### src/rtl/ccff_chain_loader_if.sv
// Bitstream word channel into the configuration-chain loader.
// Signals:
//   cfg_data  - bitstream word; bit 0 goes onto the chain first
//   cfg_valid - source has a word on cfg_data
//   cfg_ready - loader accepts the word this cycle
// The master modport is the bitstream source. The slave modport is the loader.
interface ccff_chain_loader_if #(
  parameter int unsigned WORD_W = 8
) ();
  logic [WORD_W-1:0] cfg_data;
  logic              cfg_valid;
  logic              cfg_ready;

  modport master (
    output cfg_data,
    output cfg_valid,
    input  cfg_ready
  );

  modport slave (
    input  cfg_data,
    input  cfg_valid,
    output cfg_ready
  );
endinterface

### src/rtl/ccff_chain_loader.sv
// Configuration-chain sequencer for the routing fabric.
// The loader takes bitstream words over a valid/ready channel. It shifts each word
// LSB-first onto ccff_head and raises shift_en, which gates the chain's prog_clk.
// An optional second pass re-shifts the same stream. During that pass it compares
// ccff_tail with the bit being driven, so the chain ends up holding the same contents.
// Ports:
//   prog_clk  - programming clock, rising edge
//   pReset    - asynchronous active-low reset
//   start     - one-cycle request to begin; honoured only when idle
//   verify    - sampled with start; 1 runs the verify pass
//   cfg       - bitstream word channel (slave side)
//   ccff_head - serial bit into the chain (flop output, glitch-free)
//   ccff_tail - serial bit returning from the chain end
//   shift_en  - chain clock enable
//   busy      - high from the cycle after start through the DONE cycle
//   done      - one-cycle completion pulse
//   err       - sticky verify mismatch, cleared by an accepted start
module ccff_chain_loader #(
  parameter int unsigned CHAIN_LEN = 8,
  parameter int unsigned WORD_W    = 8,
  parameter int unsigned CNT_W     = $clog2(CHAIN_LEN + 1)
) (
  input  logic                prog_clk,
  input  logic                pReset,
  input  logic                start,
  input  logic                verify,
  ccff_chain_loader_if.slave  cfg,
  output logic                ccff_head,
  input  logic                ccff_tail,
  output logic                shift_en,
  output logic                busy,
  output logic                done,
  output logic                err
);

  localparam int unsigned WcntW = $clog2(WORD_W + 1);
  // Exit is decided on the last shift, before the counters wrap past their limits.
  localparam logic [CNT_W-1:0] ChainLast = CNT_W'(CHAIN_LEN - 1);
  localparam logic [WcntW-1:0] WordLast  = WcntW'(WORD_W - 1);

  typedef enum logic [1:0] {StIdle, StFetch, StShift, StDone} state_e;

  state_e             state_q, state_d;
  logic               pass_q, pass_d;
  logic               verify_q, verify_d;
  logic               err_q, err_d;
  logic [WORD_W-1:0]  sreg_q, sreg_d;
  logic [CNT_W-1:0]   bit_cnt_q, bit_cnt_d;
  logic [WcntW-1:0]   word_cnt_q, word_cnt_d;

  logic bit_last, word_last, second_pass;

  assign bit_last    = (bit_cnt_q == ChainLast);
  assign word_last   = (word_cnt_q == WordLast);
  assign second_pass = ~pass_q & verify_q;

  // State register
  always_ff @(posedge prog_clk or negedge pReset) begin
    if (!pReset) begin
      state_q    <= StIdle;
      pass_q     <= 1'b0;
      verify_q   <= 1'b0;
      err_q      <= 1'b0;
      sreg_q     <= '0;
      bit_cnt_q  <= '0;
      word_cnt_q <= '0;
    end else begin
      state_q    <= state_d;
      pass_q     <= pass_d;
      verify_q   <= verify_d;
      err_q      <= err_d;
      sreg_q     <= sreg_d;
      bit_cnt_q  <= bit_cnt_d;
      word_cnt_q <= word_cnt_d;
    end
  end

  // Next state
  always_comb begin
    state_d = state_q;
    unique case (state_q)
      StIdle:  if (start) state_d = StFetch;
      StFetch: if (cfg.cfg_valid) state_d = StShift;
      StShift: begin
        if (bit_last) begin
          state_d = second_pass ? StFetch : StDone;
        end else if (word_last) begin
          state_d = StFetch;
        end
      end
      StDone:  state_d = StIdle;
      default: state_d = StIdle;
    endcase
  end

  // Datapath next state
  always_comb begin
    pass_d     = pass_q;
    verify_d   = verify_q;
    err_d      = err_q;
    sreg_d     = sreg_q;
    bit_cnt_d  = bit_cnt_q;
    word_cnt_d = word_cnt_q;
    unique case (state_q)
      StIdle: begin
        if (start) begin
          pass_d    = 1'b0;
          bit_cnt_d = '0;
          err_d     = 1'b0;
          verify_d  = verify;
        end
      end
      StFetch: begin
        if (cfg.cfg_valid) begin
          sreg_d     = cfg.cfg_data;
          word_cnt_d = '0;
        end
      end
      StShift: begin
        sreg_d     = sreg_q >> 1;
        bit_cnt_d  = bit_cnt_q + CNT_W'(1);
        word_cnt_d = word_cnt_q + WcntW'(1);
        // ccff_head is sreg_q[0], so this compares the returning bit with the one being driven.
        if (pass_q && (ccff_tail != sreg_q[0])) err_d = 1'b1;
        if (bit_last && second_pass) begin
          pass_d    = 1'b1;
          bit_cnt_d = '0;
        end
      end
      default: ;
    endcase
  end

  // Outputs
  always_comb begin
    cfg.cfg_ready = 1'b0;
    shift_en      = 1'b0;
    done          = 1'b0;
    busy          = (state_q != StIdle);
    unique case (state_q)
      StFetch: cfg.cfg_ready = 1'b1;
      StShift: shift_en      = 1'b1;
      StDone:  done          = 1'b1;
      default: ;
    endcase
  end

  assign ccff_head = sreg_q[0];
  assign err       = err_q;

endmodule
### src/flat_wrapper.sv
// flat-port wrapper written by rule: the top's interface ports become plain ports
module ccff_chain_loader_flat 
#(
  parameter int unsigned CHAIN_LEN = 8,
  parameter int unsigned WORD_W    = 8,
  parameter int unsigned CNT_W     = $clog2(CHAIN_LEN + 1)
)
  (prog_clk, pReset, start, verify, ccff_head, ccff_tail, shift_en, busy, done, err, cfg_cfg_data, cfg_cfg_valid, cfg_cfg_ready);
  ccff_chain_loader_if #(.WORD_W(WORD_W)) cfg_i ();
  input  logic prog_clk;
  input  logic pReset;
  input  logic start;
  input  logic verify;
  output logic ccff_head;
  input  logic ccff_tail;
  output logic shift_en;
  output logic busy;
  output logic done;
  output logic err;
  input wire logic [$bits(cfg_i.cfg_data)-1:0] cfg_cfg_data;
  input wire logic [$bits(cfg_i.cfg_valid)-1:0] cfg_cfg_valid;
  output wire logic [$bits(cfg_i.cfg_ready)-1:0] cfg_cfg_ready;
  assign cfg_i.cfg_data = cfg_cfg_data;
  assign cfg_i.cfg_valid = cfg_cfg_valid;
  assign cfg_cfg_ready = cfg_i.cfg_ready;
  ccff_chain_loader #(.CHAIN_LEN(CHAIN_LEN), .WORD_W(WORD_W), .CNT_W(CNT_W)) u_core (.prog_clk(prog_clk), .pReset(pReset), .start(start), .verify(verify), .cfg(cfg_i), .ccff_head(ccff_head), .ccff_tail(ccff_tail), .shift_en(shift_en), .busy(busy), .done(done), .err(err));
endmodule
### config.mk
export PLATFORM = sky130hd
export DESIGN_NAME = ccff_chain_loader_flat
export DESIGN_NICKNAME = d
export VERILOG_FILES = /design/src/rtl/ccff_chain_loader_if.sv /design/src/rtl/ccff_chain_loader.sv /design/src/flat_wrapper.sv
export SDC_FILE = /design/constraint.sdc
export NUM_CORES = 1
export LEC_CHECK = 0
export CORE_MARGIN = 2
export CORE_UTILIZATION = 40
export DETAILED_ROUTE_END_ITERATION = 10
export PLACE_DENSITY = 0.63
export SLEW_MARGIN = 20
export SYNTH_ARGS = -nofsm -noshare
export SYNTH_HDL_FRONTEND = slang
export SYNTH_SLANG_ARGS = --single-unit
### constraint.sdc
create_clock -name prog_clk -period 1.5 [get_ports prog_clk]
set_input_delay 0.3 -clock prog_clk [delete_from_list [all_inputs] [get_ports prog_clk]]
set_output_delay 0.3 -clock prog_clk [all_outputs]
set_load 0.05 [all_outputs]
* Word level (Yosys, flattened, before mapping)
Index checks and enable logic that the tools add are counted.
** Storage, ports and cells
- Register bits :: 21
- Input port bits :: 14
- Output and inout bits :: 6
- Word-level logic and storage cells :: 55
** Operators by class
- $add $sub $neg :: 2
- Equal/unequal tests :: 11
- Mux-type cells :: 21
- Bitwise logic cells :: 2
- Reductions and logical operators :: 12
** Operators with widths (count)
- $pmux W4 S2 :: 2
- $pmux W8 S2 :: 1
- $mux W4 :: 3
- $mux W2 :: 5
- $reduce_and A3 Y1 :: 3
- $add A4 B1 Y4 const B :: 2
- $eq A4 B3 Y1 const B :: 2
- $mux W8 :: 1
- $pmux W2 S4 :: 1
- $mux W1 :: 6
- $reduce_and A2 Y1 :: 3
- $reduce_bool A2 Y1 :: 3
- $eq A2 B2 Y1 const B :: 2
- $ne A2 B1 Y1 const B :: 2
- $ne A2 B2 Y1 const B :: 2
- $pmux W1 S2 :: 2
- $ne A3 B1 Y1 const B :: 1
- $eq A2 B1 Y1 const B :: 1
- $logic_and A1 B1 Y1 :: 2
- $logic_not A2 Y1 :: 1
- $and A1 B1 Y1 :: 1
- $ne A1 B1 Y1 :: 1
- $not A1 Y1 :: 1

* Longest topological paths before layout
- Word-level depth :: 5
- Gate-level depth with buffers :: 5
- Gate-level depth less buffers :: 4

* Least setup slack after synthesis
OpenSTA, ideal clock, no wires.
- Path type :: reg-to-output
- Start :: register u_core.state_q[1]
- End :: output port cfg_cfg_ready
- Arrival time :: 1265 ps
- Required time :: 1200 ps
- Setup slack :: -65 ps
- Cell stages (with the launch flop) :: 3
- Buffers on the path :: 1
- Cells stage by stage :: dfrtp_1 clkbuf_1 nor2_1
** Between the ends
- Word-level cells in the longest chain between the ends :: 2
** Ends and longest elaborated chain
- start, declared :: line ccff_chain_loader.sv:43 : state_e state_q, state_d;
- start signal, assigned :: line ccff_chain_loader.sv:60 : state_q <= StIdle;
- start signal, assigned :: line ccff_chain_loader.sv:68 : state_q <= state_d;
- $eq A2 B1 Y1 :: line ccff_chain_loader.sv:140 : unique case (state_q)
- $mux W1 :: line ccff_chain_loader.sv:140
- end, declared :: line flat_wrapper.sv:22 : output wire logic [$bits(cfg_i.cfg_ready)-1:0] cfg_cfg_ready;
No other way between the ends.

* Worst setup path in the final report
- Start :: register u_core.state_q[1]
- End :: output port done
** Between the ends
- Word-level cells in the longest chain between the ends :: 2
** Ends and longest elaborated chain
- $eq A2 B2 Y1 :: line ccff_chain_loader.sv:140
- $mux W1 :: line ccff_chain_loader.sv:140
- end, declared :: line flat_wrapper.sv:18 : output logic done;
No other way between the ends.

==> results by group <==
Layout
  – Layout cell share with drive strength beyond 1: 0.285
  – Fin nets: 161
  – Area growth syn-to-layout: 42.0%
  – Post-route cell area: 1590 um^2
  – End-of-flow core utilization: 0.587
  – Diode count: 0
  – Non-Filler Instances: 175

Clock tree
  – CTS tree: built
  – Maximum root-to-sink buffer count: 2
  – H-tree levels: 1
  – Sink Count: 21
  – Clock transition at the registers of the reported paths: 120 ps
  – Insertion delay to the later sink of the worst-skew pair: 300 ps
  – TritonCTS Buffers: 3
  – Clk root buf: clkbuf_4

Drt
  – WL final: 2.55 mm
  – Via Count: 956
  – Routed length per placed instance: 14.6 um
  – DRT iter0 DRCs: 12
  – DRC Markers: 0
  – Via density: 5.46
  – Antenna viol nets, final: 0
  – Pre-Repair DR Iteration Count: 4

GRT
  – GR Overflow Total: 0
  – GRT Util Overall: 0.165
  – Initial antenna violation count: 0
  – Global-route wire length before repair: 4.28 mm
  – Vias in the first global route: 965
  – Largest net degree at the start of global routing: 22

Power and ir drop
  – Static Leak: 0.000708 uW
  – Total power draw: 3220 uW
  – VDD IR max: 0.00135 V
  – Cell Pwr Density: 2020 nW/um^2

Setup path
  – Critical path class: flip-flop to output pin
  – R2r endpoint: u_core.state_q[1]$_DFFE_PN0P_
  – Crit-path max cell delay: 510 ps
  – FF-to-FF setup slack: 20 ps
  – Nature of the critical path endpoint: output pin
  – Data arrival, critical path: 1230 ps
  – R2r worst-path depth: 4
  – CP cell instances: buf_6 > and2_4 > buf_12
  – Slowest CP cell: dfrtp_2
  – Crit path max fanout: 7
  – Worst Setup Start Kind: flip-flop
  – Setup crit start: u_core.state_q[1]$_DFFE_PN0P_
  – R2R Path Start: u_core.bit_cnt_q[1]$_DFFE_PN0P_
  – CP Data Required Time: 1200 ps

STA
  – Slew Limit Fails: 0
  – Skew final: 2.88 ps
  – Setup Viol. Count Final: 2
  – Max Freq: 0.652 GHz
  – Fin crit share: 1.02
  – Final worst-path setup slack: -34.2 ps
  – Hold Fails Final Rpt: 0
  – Tightest Pin Transition: 474 ps
  – Relative slew margins: 0.683
  – Setup TNS: -57.0 ps
  – Tmin final: 1530 ps
  – Unrepaired setup endpoints after global routing: true

Min path
  – Hold crit path type: primary input to asynchronous set/reset pin

Logic synthesis
  – Syn_area_per_cell: 10.2 um^2
  – Most common cell in the synthesized netlist: dfrtp_1
  – Syn_nets: 126
  – Post-synth EDFFs: 0
  – Post-synthesis cell type count: 31
  – Register area share after synthesis: 0.469
  – Synth Register Bits: 21
  – Post-Syn Area: 1120 um^2
  – Gate Count Post-Synth: 110
  – Most frequent cells after synthesis: dfrtp_1, a21oi_1, mux2i_1
  – Ys flop type: dfrtp_1
  – Leading area contributor after synthesis: dfrtp_1
  – Yosys top cell area share: 0.469
  – Ys Warns: 0
  – Top cells by area, synth: dfrtp_1, mux2i_1, a21oi_1, a211oi_1, nor2b_1
  – Async SR Flop Fraction: 1.00

Outcome
  – Failing checks: setup timing
  – Status: complete, but fails checks

Place
  – Routability congestion estimate: 0.802
  – Post-DP Area: 1470 um^2
  – DPL Wire Length: 1.75 mm
  – Port Buffers: 19
  – Placed cell count: 163

Floorplan
  – IO Count: 20
  – Initial Util: 0.413
  – Die Wd: 56.9 um
  – Die area: 3240 um^2
  – # rows: 19
  – Core area: 2710 um^2
  – Die Span Y: 56.9 um

Run
  – Number of max-cap violations: 0
==> how the worst max path moves through the flow <==
stage / endpoint / slack [ps] / cells after the start
2_1_floorplan: done / 20 / 3
3_3_place_gp: u_core.state_q[0]$_DFFE_PN0P_ / 60 / 4
3_5_place_dp: u_core.bit_cnt_q[3]$_DFFE_PN0P_ / 20 / 4
4_1_cts: done / -40 / 3
5_1_grt: done / -70 / 3
6_report: done / -30 / 3
==> critical path, delay by kind of cell (launching register included) <==
kind | cells | cell delay [ps]
and+or+nand+nor | 1 | 130
DFF | 1 | 510
buffers and inverters | 2 | 290
==> per-stage QoR <==
step                hold slack, ps  worst slack (ps)
floorplan                     4.41              19.2
global placement               511              61.3
detailed placement             502              17.8
CTS                            334             -37.5
global route                   343             -69.6
finish                         329             -34.2
==> timing repair <==
item                       4_1_cts  5_1_grt
buffers inserted                 4        4
hold endpoints to repair         0        0
pin swaps                        1        1
gates resized for setup         12        1
setup endpoints to repair        4        8
hold buffers                     0        0
==> layout make-up <==
type	count	area, um^2
Clock buffer	4	26.3
Sequential cell	21	528
Inverter	3	13.8
Tap cell	31	38.8
Timing Repair Buffer	37	409
Fill cell	239	1120
Multi-Input combinational cell	79	574
==> layer usage <==
| metal | wire length [um] | global-route usage |
|---|---|---|
| met1 | 1210 | 0.222 |
| met2 | 1240 | 0.264 |
| met3 | 86 | 0.0300 |
| met4 | 19 | 0.0631 |
| met5 | 0 | 0 |
==> sequential cells by signal (all words and copies together), names as in the netlist <==
signal	flops
u_core.bit_cnt_q	4
u_core.err	1
u_core.pass_q	1
u_core.sreg_q	8
u_core.state_q	2
u_core.verify_q	1
u_core.word_cnt_q	4
==> power by group <==
part	switching [uW]	leakage, uW	internal (uW)	total (uW)
clock network	167	0.0000150	103	271
registers	247	0.000261	803	1050
logic	892	0.000432	1000	1900
==> layout by cell type (no fill, tap or decap), types with 2 or more instances in the layout <==
cell type         n
buf_4            15
a22o_2            2
mux2i_1           8
a31oi_1           2
xor2_1            2
clkbuf_4          3
a211oi_1          7
nor2_1            6
buf_12            7
dfrtp_2           2
a21oi_1          13
nand3_1           3
nor2b_1           7
mux2_2            2
clkdlybuf4s50_1  13
nand2b_1          3
dfrtp_1          19
nand3b_1          2
o21ai_0           4
a32o_1            2
==> cells by family (layout without fill, tap and decap cells) <==
group                    after synthesis  after routing  share of synthesized area
AND/OR/NAND/NOR                       29             29                      0.151
multiplexers                          10             10                     0.0916
buffers and inverters                 10             44                     0.0380
adder cells (fa/ha/maj)                2              2                     0.0223
AO/OA/AOI/OAI                         35             35                      0.204
flip-flops                            21             21                      0.469
XOR/XNOR                               3              3                     0.0235
No activity file was read; power rests on OpenSTA's default activity.
